**src/rtl/activation_pkg.sv**
```systemverilog
// Shared types for the activation unit: activation modes, derivative gates,
// and the widths of the mode and gate fields.
// Pure declarations; no logic.
package activation_pkg;

   localparam int MODE_W = 2;
   localparam int GATE_W = 2;

   // Encoding 3 is reserved and decodes as STEP.
   typedef enum logic [MODE_W-1:0] {
      MODE_STEP   = 2'd0,
      MODE_RELU   = 2'd1,
      MODE_LINSAT = 2'd2
   } mode_t;

   // Derivative gate applied to the matching backward error.
   typedef enum logic [GATE_W-1:0] {
      GATE_ZERO = 2'd0,
      GATE_PASS = 2'd1,
      GATE_HALF = 2'd2
   } gate_t;

endpackage

```
**src/rtl/activation_gate_fifo.sv**
```systemverilog
// Gate FIFO: holds derivative gates between forward pushes and backward pops.
// Latency: a pushed entry can be popped on the edge after the push.
// Backpressure: the caller must not push when full or pop when empty.
//
// Ports: clk, rst (async, active-high), push/push_data write one entry,
// pop removes the head entry, pop_data shows the head, full/empty report occupancy.
module activation_gate_fifo #(
   parameter int DEPTH = 4,
   parameter int WIDTH = 2
) (
   input  logic             clk,
   input  logic             rst,
   input  logic             push,
   input  logic [WIDTH-1:0] push_data,
   input  logic             pop,
   output logic [WIDTH-1:0] pop_data,
   output logic             full,
   output logic             empty
);

   localparam int AW = $clog2(DEPTH);

   logic [AW-1:0]    wr_ptr_q, wr_ptr_d;
   logic [AW-1:0]    rd_ptr_q, rd_ptr_d;
   logic [AW:0]      count_q, count_d;
   logic [WIDTH-1:0] mem_q [DEPTH];

   // DEPTH is a power of two, so the pointers wrap naturally.
   always_comb begin
      wr_ptr_d = wr_ptr_q;
      rd_ptr_d = rd_ptr_q;
      count_d  = count_q;
      if (push) wr_ptr_d = wr_ptr_q + AW'(1);
      if (pop)  rd_ptr_d = rd_ptr_q + AW'(1);
      count_d = count_q + (AW+1)'(push) - (AW+1)'(pop);
   end

   always_ff @(posedge clk or posedge rst) begin
      if (rst) begin
         wr_ptr_q <= '0;
         rd_ptr_q <= '0;
         count_q  <= '0;
      end else begin
         wr_ptr_q <= wr_ptr_d;
         rd_ptr_q <= rd_ptr_d;
         count_q  <= count_d;
      end
   end

   // Storage needs no reset; occupancy alone defines which entries are live.
   always_ff @(posedge clk) begin
      if (push) mem_q[wr_ptr_q] <= push_data;
   end

   assign pop_data = mem_q[rd_ptr_q];
   assign full     = (count_q == (AW+1)'(DEPTH));
   assign empty    = (count_q == '0);

endmodule

```
**src/rtl/activation.sv**
```systemverilog
// Fixed-point activation unit (STEP/RELU/LINSAT) with an in-order derivative-gate FIFO for training.
// Latency: 1 cycle arg->res and 1 cycle err->fbk, both through registered output stages.
// Backpressure: arg stalls on a held result or a full gate FIFO in training mode; err stalls on an empty FIFO or a held feedback.
//
// Ports: clk, rst (async, active-high); en = training mode, mode = activation select,
// both sampled on each arg transfer; arg/res forward stream; err/fbk backward stream.
// Optional feature: define ACTIVATION_LINSAT_EN to implement LINSAT; otherwise mode 2 acts as STEP.
module activation #(
   parameter int ARGW  = 16,
   parameter int ARGF  = 8,
   parameter int RESW  = 8,
   parameter int ERRW  = 16,
   parameter int FBKW  = 16,
   parameter int DEPTH = 4
) (
   input  logic            clk,
   input  logic            rst,
   input  logic            en,
   input  logic [1:0]      mode,
   input  logic [ARGW-1:0] arg_data,
   input  logic            arg_valid,
   output logic            arg_ready,
   output logic [RESW-1:0] res_data,
   output logic            res_valid,
   input  logic            res_ready,
   input  logic [ERRW-1:0] err_data,
   input  logic            err_valid,
   output logic            err_ready,
   output logic [FBKW-1:0] fbk_data,
   output logic            fbk_valid,
   input  logic            fbk_ready
);

   import activation_pkg::*;

   // 1.0 in the argument format, held one bit wider than the argument.
   localparam logic signed [ARGW:0] ONE = {{(ARGW-ARGF){1'b0}}, 1'b1, {ARGF{1'b0}}};
`ifdef ACTIVATION_LINSAT_EN
   localparam logic signed [ARGW:0] HALF = ONE >>> 1;
`endif

   logic                   full, empty;
   logic                   arg_xfer, err_xfer;
   logic [GATE_W-1:0]      head_bits;
   gate_t                  head_gate;
   gate_t                  gate_calc;
   logic [RESW-1:0]        res_calc;
   logic signed [ARGW:0]   a_ext, u;
   logic                   linear;
   logic signed [FBKW-1:0] err_ext, fbk_calc;

   logic            res_valid_q, res_valid_d;
   logic [RESW-1:0] res_data_q, res_data_d;
   logic            fbk_valid_q, fbk_valid_d;
   logic [FBKW-1:0] fbk_data_q, fbk_data_d;

   // No pop bypass: a full FIFO blocks training-mode args even when popping.
   assign arg_ready = (!res_valid_q || res_ready) && !(en && full);
   assign err_ready = !empty && (!fbk_valid_q || fbk_ready);
   assign arg_xfer  = arg_valid && arg_ready;
   assign err_xfer  = err_valid && err_ready;

   // Forward function and derivative gate.
   always_comb begin
      a_ext     = {arg_data[ARGW-1], arg_data};
      u         = a_ext;
      linear    = 1'b0;
      res_calc  = '0;
      gate_calc = GATE_PASS;
      case (mode)
         MODE_RELU: linear = 1'b1;
`ifdef ACTIVATION_LINSAT_EN
         MODE_LINSAT: begin
            linear = 1'b1;
            u      = (a_ext >>> 1) + HALF;
         end
`endif
         default: linear = 1'b0;
      endcase

      if (!linear) begin
         res_calc = a_ext[ARGW] ? '0 : '1;
      end else if (u[ARGW] || (u == '0)) begin
         res_calc  = '0;
         gate_calc = GATE_ZERO;
      end else if (u >= ONE) begin
         // Saturated: RELU still has slope 1 here, LINSAT is flat.
         res_calc  = '1;
         gate_calc = (mode == MODE_RELU) ? GATE_PASS : GATE_ZERO;
      end else begin
         res_calc  = u[ARGF-1 -: RESW];
         gate_calc = (mode == MODE_RELU) ? GATE_PASS : GATE_HALF;
      end
   end

   activation_gate_fifo #(
      .DEPTH (DEPTH),
      .WIDTH (GATE_W)
   ) u_gate_fifo (
      .clk       (clk),
      .rst       (rst),
      .push      (arg_xfer && en),
      .push_data (gate_calc),
      .pop       (err_xfer),
      .pop_data  (head_bits),
      .full      (full),
      .empty     (empty)
   );

   assign head_gate = gate_t'(head_bits);

   // Backward gating; the arithmetic shift gives HALF its round-toward-minus-infinity.
   always_comb begin
      err_ext = FBKW'($signed(err_data));
      case (head_gate)
         GATE_PASS: fbk_calc = err_ext;
         GATE_HALF: fbk_calc = err_ext >>> 1;
         default:   fbk_calc = '0;
      endcase
   end

   // Output stages: load on transfer, clear on consumer acceptance, otherwise hold.
   always_comb begin
      res_valid_d = res_valid_q;
      res_data_d  = res_data_q;
      fbk_valid_d = fbk_valid_q;
      fbk_data_d  = fbk_data_q;
      if (arg_xfer) begin
         res_valid_d = 1'b1;
         res_data_d  = res_calc;
      end else if (res_ready) begin
         res_valid_d = 1'b0;
      end
      if (err_xfer) begin
         fbk_valid_d = 1'b1;
         fbk_data_d  = fbk_calc;
      end else if (fbk_ready) begin
         fbk_valid_d = 1'b0;
      end
   end

   always_ff @(posedge clk or posedge rst) begin
      if (rst) begin
         res_valid_q <= 1'b0;
         res_data_q  <= '0;
         fbk_valid_q <= 1'b0;
         fbk_data_q  <= '0;
      end else begin
         res_valid_q <= res_valid_d;
         res_data_q  <= res_data_d;
         fbk_valid_q <= fbk_valid_d;
         fbk_data_q  <= fbk_data_d;
      end
   end

   assign res_valid = res_valid_q;
   assign res_data  = res_data_q;
   assign fbk_valid = fbk_valid_q;
   assign fbk_data  = fbk_data_q;

endmodule

```
**config.mk**
```make
export PLATFORM = sky130hd
export DESIGN_NAME = activation
export DESIGN_NICKNAME = d
export VERILOG_FILES = /design/src/rtl/activation_pkg.sv /design/src/rtl/activation_gate_fifo.sv /design/src/rtl/activation.sv
export SDC_FILE = /design/constraint.sdc
export NUM_CORES = 1
export LEC_CHECK = 0
export ABC_AREA = 1
export CAP_MARGIN = 30
export CORE_UTILIZATION = 47
export CTS_CLUSTER_DIAMETER = 30
export CTS_CLUSTER_SIZE = 8
export DETAILED_ROUTE_END_ITERATION = 10
export HOLD_SLACK_MARGIN = 0.12
export PLACE_DENSITY = 0.91
export SLEW_MARGIN = 40
export SYNTH_ARGS = -nofsm -noshare
export SYNTH_HDL_FRONTEND = slang
export SYNTH_SLANG_ARGS = --single-unit
```
**constraint.sdc**
```tcl
create_clock -name clk -period 6.05 [get_ports clk]
set_clock_uncertainty 0.05 [all_clocks]
set_input_delay 0.605 -clock clk [delete_from_list [all_inputs] [get_ports clk]]
set_output_delay 0.605 -clock clk [all_outputs]
set_load 0.005 [all_outputs]
```
==> metrics.yaml, run 1 <==
routing:
  wl_per_cell_um: 10.9
  via_per_inst: 4.60
  totalWireLength_mm: 3.71
  detail_route.iter0.violations: 123
  drtPass1Iterations: 4
  vias: 1569
  drc: 0
  antenna_left: 0
timing:
  fmax_mhz: 389
  period_needed_ns: 2.57
  tightest_slew_ns: 0.478
  slew-limit-headroom_pct: 68.1
  holdWs_ns: 0.437
  hold_viol: 0
  rsz0062_at_grt: "false"
  slew_viol_final: 0
  tns_ns: 0
  setup-violations-final: 0
  fin_crit_sh_pct: 42.5
setup_path:
  slowest_stage: "clkdlybuf4s50_1"
  crit_chain: "clkdlybuf4s50_1 -> inv_1 -> nand2_1 -> nand2_1 -> inv_2 -> nand2_4 -> inv_4 -> ha_1 -> inv_1 -> ha_1 -> fa_1 -> xor2_1"
  r2r-end: "u_gate_fifo.count_q[2]$_DFF_PP0_"
  crit_type: "input pin to register"
  cpPeakStageDelay_ns: 0.40
  crit_family: "adder cells"
  r2r_slack_ns: 3.72
  critPathRequiredTime_ns: 6.16
  worst_setup_path_start_kind: "input pin"
  startpoint: "fbk_ready"
  path_depth: 12
  worst-path-max-fanout: 20
  worstRegToRegCells: 11
  worstSetupEndpoint: "u_gate_fifo.count_q[2]$_DFF_PP0_"
  crit_arrival_ns: 2.68
  cp.buffers_inverters: 5
  regToRegStartpoint: "u_gate_fifo.count_q[1]$_DFF_PP0_"
  cp-end-kind: "register"
power_and_ir_drop:
  ir_drop_mv: 0.143
  cellLeakagePower_nw: 1.33
  power.density_nw_per_um2: 354
  power.total_uw: 938
synthesis:
  synthFlopType: "dfrtp_1"
  synth_edf_count: 4
  synth_top_area_share_pct: 44.4
  avgSynthCellArea_um2: 8.42
  netlist_area_um2: 1860
  synth_cell_types: 25
  synth-async-reset-ratio_pct: 89.2
  synth_fp_nets: 269
  synth-compound-area-share_pct: 8.61
  synthTopCellsByArea: "dfrtp_1 44%, nand2_1 14%, inv_1 8.3%"
  synth-seq-cells: 37
  synth_fa_ha_area_share_pct: 5.11
  synthCells: 221
  synth_top_family_by_area: "simple AND/OR/NAND/NOR gates"
  synth-simple-area-share_pct: 21.5
  yosysMostFrequentCell: "nand2_1"
  synth_area_leader_cell: "dfrtp_1"
  synth-xor-area-share_pct: 2.35
  synthMuxAreaShare_pct: 0
  yosys_warnings: 0
  synth_common_cells: "70 x nand2_1, 41 x inv_1, 33 x dfrtp_1"
  synth_seq_area_share_pct: 50.8
finish:
  final_area_um2: 2650
  num_antenna_cells: 0
  layout.nets: 341
  finalNonFillerCells: 341
  drive_gt1_share_pct: 6.83
  syn2layout_area_growth_pct: 42.2
status:
  status: "complete, no violations"
placed_design:
  dp_cells: 334
  dpl_cell_area_um2: 2560
  portBuffers: 68
  gp_congestion: 0.743
  dp_hpwl_mm: 2.89
clock_tree:
  cts_resized: 0
  clk_latency_ns: 0.27
  cts_max_level: 2
  cts_hold_buf: 0
  cts_tree: "yes"
  cts.path.max_buffers: 2
  clkTransAtPathRegs_ns: 0.07
  cts_num_sinks: 37
  cts_root_buf: "clkbuf_8"
  cts_buffers: 5
  cts_setup_buffers: 0
global_route:
  antenna_found_initial: 0
  grtUsageTotal_pct: 20.2
  grt_max_degree: 34
  grt-ovfl-total: 0
  grt_pass1_vias: 1489
  grt_pass1_wl_mm: 6.42
die:
  die_x_um: 64.9
  initial_core_util_pct: 50.1
  ioPinCount: 69
  rows: 22
  core_um2: 3720
  die_area_um2: 4210
  die_height_um: 64.9
hold_path:
  hold_class: "register to register"
run:
  drv_cap: 0
## per-stage QoR
step	setup WS [ns]	util [%]
6_report	3.48	71.2
5_1_grt	3.37	71.2
4_1_cts	3.49	71.2
3_5_place_dp	3.22	68.9
3_3_place_gp	3.29	68.9
2_1_floorplan	3.83	-
## layer usage
metal	track usage (%)	wire length, um
met2	35.0	1800
met4	6.39	29
met5	0	0
met3	5.11	293
met1	24.5	1590
## worst reg2reg max path, cell delays in order, from the launching register on
cell and delay (ns):
dfrtp_1 0.42, nor2_2 0.12, nand2_1 0.08, nand2_1 0.08
inv_2 0.05, nand2_4 0.21, inv_4 0.14, ha_1 0.30
inv_1 0.04, ha_1 0.18, fa_1 0.39, xor2_1 0.17
## state kept, by name, summed over array words and instances (netlist names)
name	flops
fbk_data	16
res_data	8
u_gate_fifo.mem_q	4
u_gate_fifo.count_q	3
u_gate_fifo.rd_ptr_q	2
u_gate_fifo.wr_ptr_q	2
fbk_valid	1
res_valid	1
## placed cells by master (no fill, tap or decap), types with 6 or more instances in the layout
cell	count
o21ai_0	10
clkbuf_8	6
nand2_1	70
inv_1	41
dfrtp_1	33
o21ai_1	8
nor2_1	14
a21oi_1	9
clkdlybuf4s50_1	68
ha_1	6
## cell families (layout without fill, tap and decap cells)
family / count (synthesis) / after routing
adders and majority gates: 7 / 7
xor gates and xnor gates: 5 / 5
AOI/OAI and AO/OA: 29 / 29
DFF: 37 / 37
buffers and inverters: 48 / 120
and+or+nand+nor: 95 / 95
## cell type report
type                    instances  area [um^2]
multi-input cells             136          698
fillers                       277         1070
inverters                      44          168
clock buffers                   7         86.3
flip-flops and latches         37          946
well taps                      48         60.1
repair buffers                 69          688
## power breakdown
part | total, mW | switching, mW | internal [mW]
registers | 0.386 | 0.0524 | 0.334
clock network | 0.169 | 0.0784 | 0.0903
logic | 0.383 | 0.182 | 0.201
## how the worst min path moves through the flow
stage,start,endpoint,slack (ns),depth (start not counted)
finish,fbk_data[7]$_DFFE_PP0P_,fbk_data[7]$_DFFE_PP0P_,0.44,2
global route,fbk_data[7]$_DFFE_PP0P_,fbk_data[7]$_DFFE_PP0P_,0.47,2
CTS,fbk_data[7]$_DFFE_PP0P_,fbk_data[7]$_DFFE_PP0P_,0.44,2
detailed placement,fbk_data[13]$_DFFE_PP0P_,fbk_data[13]$_DFFE_PP0P_,0.43,2
global placement,fbk_data[12]$_DFFE_PP0P_,fbk_data[12]$_DFFE_PP0P_,0.42,2
floorplan,u_gate_fifo.rd_ptr_q[1]$_DFFE_PP0P_,u_gate_fifo.rd_ptr_q[1]$_DFFE_PP0P_,0.41,1
(Power assumes the default switching activity.)
==> run 2: changes to the inputs <==
--- a/config.mk
+++ b/config.mk
@@ -7,12 +7,12 @@
 export LEC_CHECK = 0
 export ABC_AREA = 1
 export CAP_MARGIN = 30
-export CORE_UTILIZATION = 47
+export CORE_UTILIZATION = 44
 export CTS_CLUSTER_DIAMETER = 30
 export CTS_CLUSTER_SIZE = 8
 export DETAILED_ROUTE_END_ITERATION = 10
 export HOLD_SLACK_MARGIN = 0.12
-export PLACE_DENSITY = 0.91
+export PLACE_DENSITY = 0.87
 export SLEW_MARGIN = 40
 export SYNTH_ARGS = -nofsm -noshare
 export SYNTH_HDL_FRONTEND = slang
==> constraint.sdc (replaced) <==
create_clock -name clk -period 2.4 [get_ports clk]
set_clock_uncertainty 0.05 [all_clocks]
set_input_delay 0.24 -clock clk [delete_from_list [all_inputs] [get_ports clk]]
set_output_delay 0.24 -clock clk [all_outputs]
set_load 0.005 [all_outputs]
==> run 2 against run 1 <==
Critical path depth decreased by 1; cell count rose by 1.8%; worst setup slack lost 3.1 ns; critical endpoint unchanged; largest power group is now combinational cells.
==> metrics.yaml, run 2 (synthesis results as in run 1) <==
global_route:
  grt-ovfl-total: 0
  antenna_found_initial: 0
  grtUsageTotal_pct: 18.4
  grt_pass1_wl_mm: 6.15
  grt_pass1_vias: 1478
  grt_max_degree: 34
finish:
  multi_input_area_um2: 698
  seqCellArea_um2: 946
  drive_gt1_share_pct: 7.74
  syn2layout_area_growth_pct: 43.8
  fillers: 356
  final_util_pct: 66.4
  layout.nets: 344
  num_antenna_cells: 0
  final_area_um2: 2680
  final_cell_mix: "70 x nand2_1, 68 x clkdlybuf4s50_1, 41 x inv_1"
  finalNonFillerCells: 347
  layout_commonest_cell: "nand2_1"
  largest_register_ffs: 16
power_and_ir_drop:
  clkPwrFrac_pct: 18.2
  p_sw_uw: 796
  power.density_nw_per_um2: 892
  power.total_mw: 2.39
  cellLeakagePower_nw: 1.34
  pwr-share-comb_pct: 41.1
  netSwitchingFraction_pct: 33.3
  internal-power_mw: 1.59
  pwr-share-seq_pct: 40.8
  ir_drop_mv: 0.320
setup_path:
  crit_type: "register to register"
  worst_setup_path_start_kind: "register"
  cp-end-kind: "register"
  crit_arrival_ns: 2.16
  worst-path-max-fanout: 3
  r2r_slack_ns: 0.35
  worstRegToRegCells: 11
  critPathRequiredTime_ns: 2.51
clock_tree:
  cts.path.max_buffers: 2
  cts_setup_buffers: 0
  cts_root_buf: "clkbuf_8"
  clkTransAtPathRegs_ns: 0.07
  cts_num_sinks: 37
  cts_buffers: 5
  cts_hold_buf: 0
  cts_resized: 0
  clk_latency_ns: 0.28
  cts_tree: "yes"
  cts_max_level: 2
routing:
  drc: 0
  detail_route.iter0.violations: 69
  drtPass1Iterations: 4
  wl_per_cell_um: 10.7
  antenna_left: 0
  totalWireLength_mm: 3.71
  vias: 1552
  via_per_inst: 4.47
placed_design:
  dpl_cell_area_um2: 2580
  portBuffers: 68
  dp_cells: 339
  dp_hpwl_mm: 2.88
  gp_congestion: 0.736
  pre_cts_ws_ns: 0.108
hold_path:
  hold_class: "input pin to async pin"
run:
  drv_cap: 0
timing:
  fmax_mhz: 488
  slew_viol_final: 0
  slew-limit-headroom_pct: 66.1
  holdWs_ns: 0.285
  hold_viol: 0
  tns_ns: 0
  rsz0062_at_grt: "false"
  tightest_slew_ns: 0.507
  setup-violations-final: 0
  fin_crit_sh_pct: 85.4
  period_needed_ns: 2.05
  fin_ws_ns: 0.350
die:
  ioPinCount: 69
  die_x_um: 67.0
  rows: 23
  core_um2: 4030
  die_area_um2: 4490
  initial_core_util_pct: 46.2
  die_height_um: 67.0
status:
  status: "complete, no violations"
[run 2: cell types whose count changed in the layout (fill, tap and decap cells not counted)]
cell | before | now
clkbuf_1 | 1 | 2
buf_4 | 1 | 4
[run 2: area by class of cell]
type / count / area share, %
repair buffers: 72 / 26.6
flip-flops and latches: 37 / 35.4
well taps: 50 / 2.34
multi-input cells: 136 / 26.1
clock buffers: 8 / 3.37
inverters: 44 / 6.27
[run 2: power groups by stage]
stage / Clock (mW) / Sequential (mW) / Combinational [mW]
after global placement: 0 / 0.974 / 0.962
final: 0.434 / 0.974 / 0.980
after global routing: 0.475 / 0.995 / 1.12
after detailed placement: 0 / 0.985 / 1.00
after floorplan: 0 / 0.979 / 0.539
after CTS: 0.443 / 0.975 / 1.00
[run 2: path summary, 6_finish.rpt]
check,start,to
setup / recovery,u_gate_fifo.count_q[1]$_DFF_PP0_,u_gate_fifo.count_q[2]$_DFF_PP0_
hold reg to reg,fbk_data[7]$_DFFE_PP0P_,fbk_data[7]$_DFFE_PP0P_
hold / removal,rst,fbk_data[0]$_DFFE_PP0P_
min in group clk,fbk_data[7]$_DFFE_PP0P_,fbk_data[7]$_DFFE_PP0P_
max in group asynchronous,rst,res_valid$_DFFE_PP0P_
setup reg to reg,u_gate_fifo.count_q[1]$_DFF_PP0_,u_gate_fifo.count_q[2]$_DFF_PP0_
[run 2: metal layers]
metal  vias to the layer above  GRT usage, %  part of all wire [%]
li1                        811             -                     -
met1                       681          18.7                    40
met2                        58          33.6                    51
met3                         2          7.36                   8.7
met4                         0          5.59                  0.73
met5                         -             0                     0
[run 2: critical path, stage by stage, from the launching register on]
cell and delay (ns):
dfrtp_1 0.43, nor2_2 0.14, nand2_1 0.08, nand2_1 0.07, inv_2 0.05, nand2_4 0.06, inv_4 0.03, ha_1 0.26
inv_1 0.04, ha_1 0.18, fa_1 0.38, xor2_1 0.16
==> run 3: changes to the inputs <==
--- a/config.mk
+++ b/config.mk
@@ -13,7 +13,7 @@
 export DETAILED_ROUTE_END_ITERATION = 10
 export HOLD_SLACK_MARGIN = 0.12
 export PLACE_DENSITY = 0.87
-export SLEW_MARGIN = 40
+export SLEW_MARGIN = 20
 export SYNTH_ARGS = -nofsm -noshare
 export SYNTH_HDL_FRONTEND = slang
 export SYNTH_SLANG_ARGS = --single-unit
==> results of run 3 <==
Same layout as run 2: the final DEF is identical, and so are final timing and power.
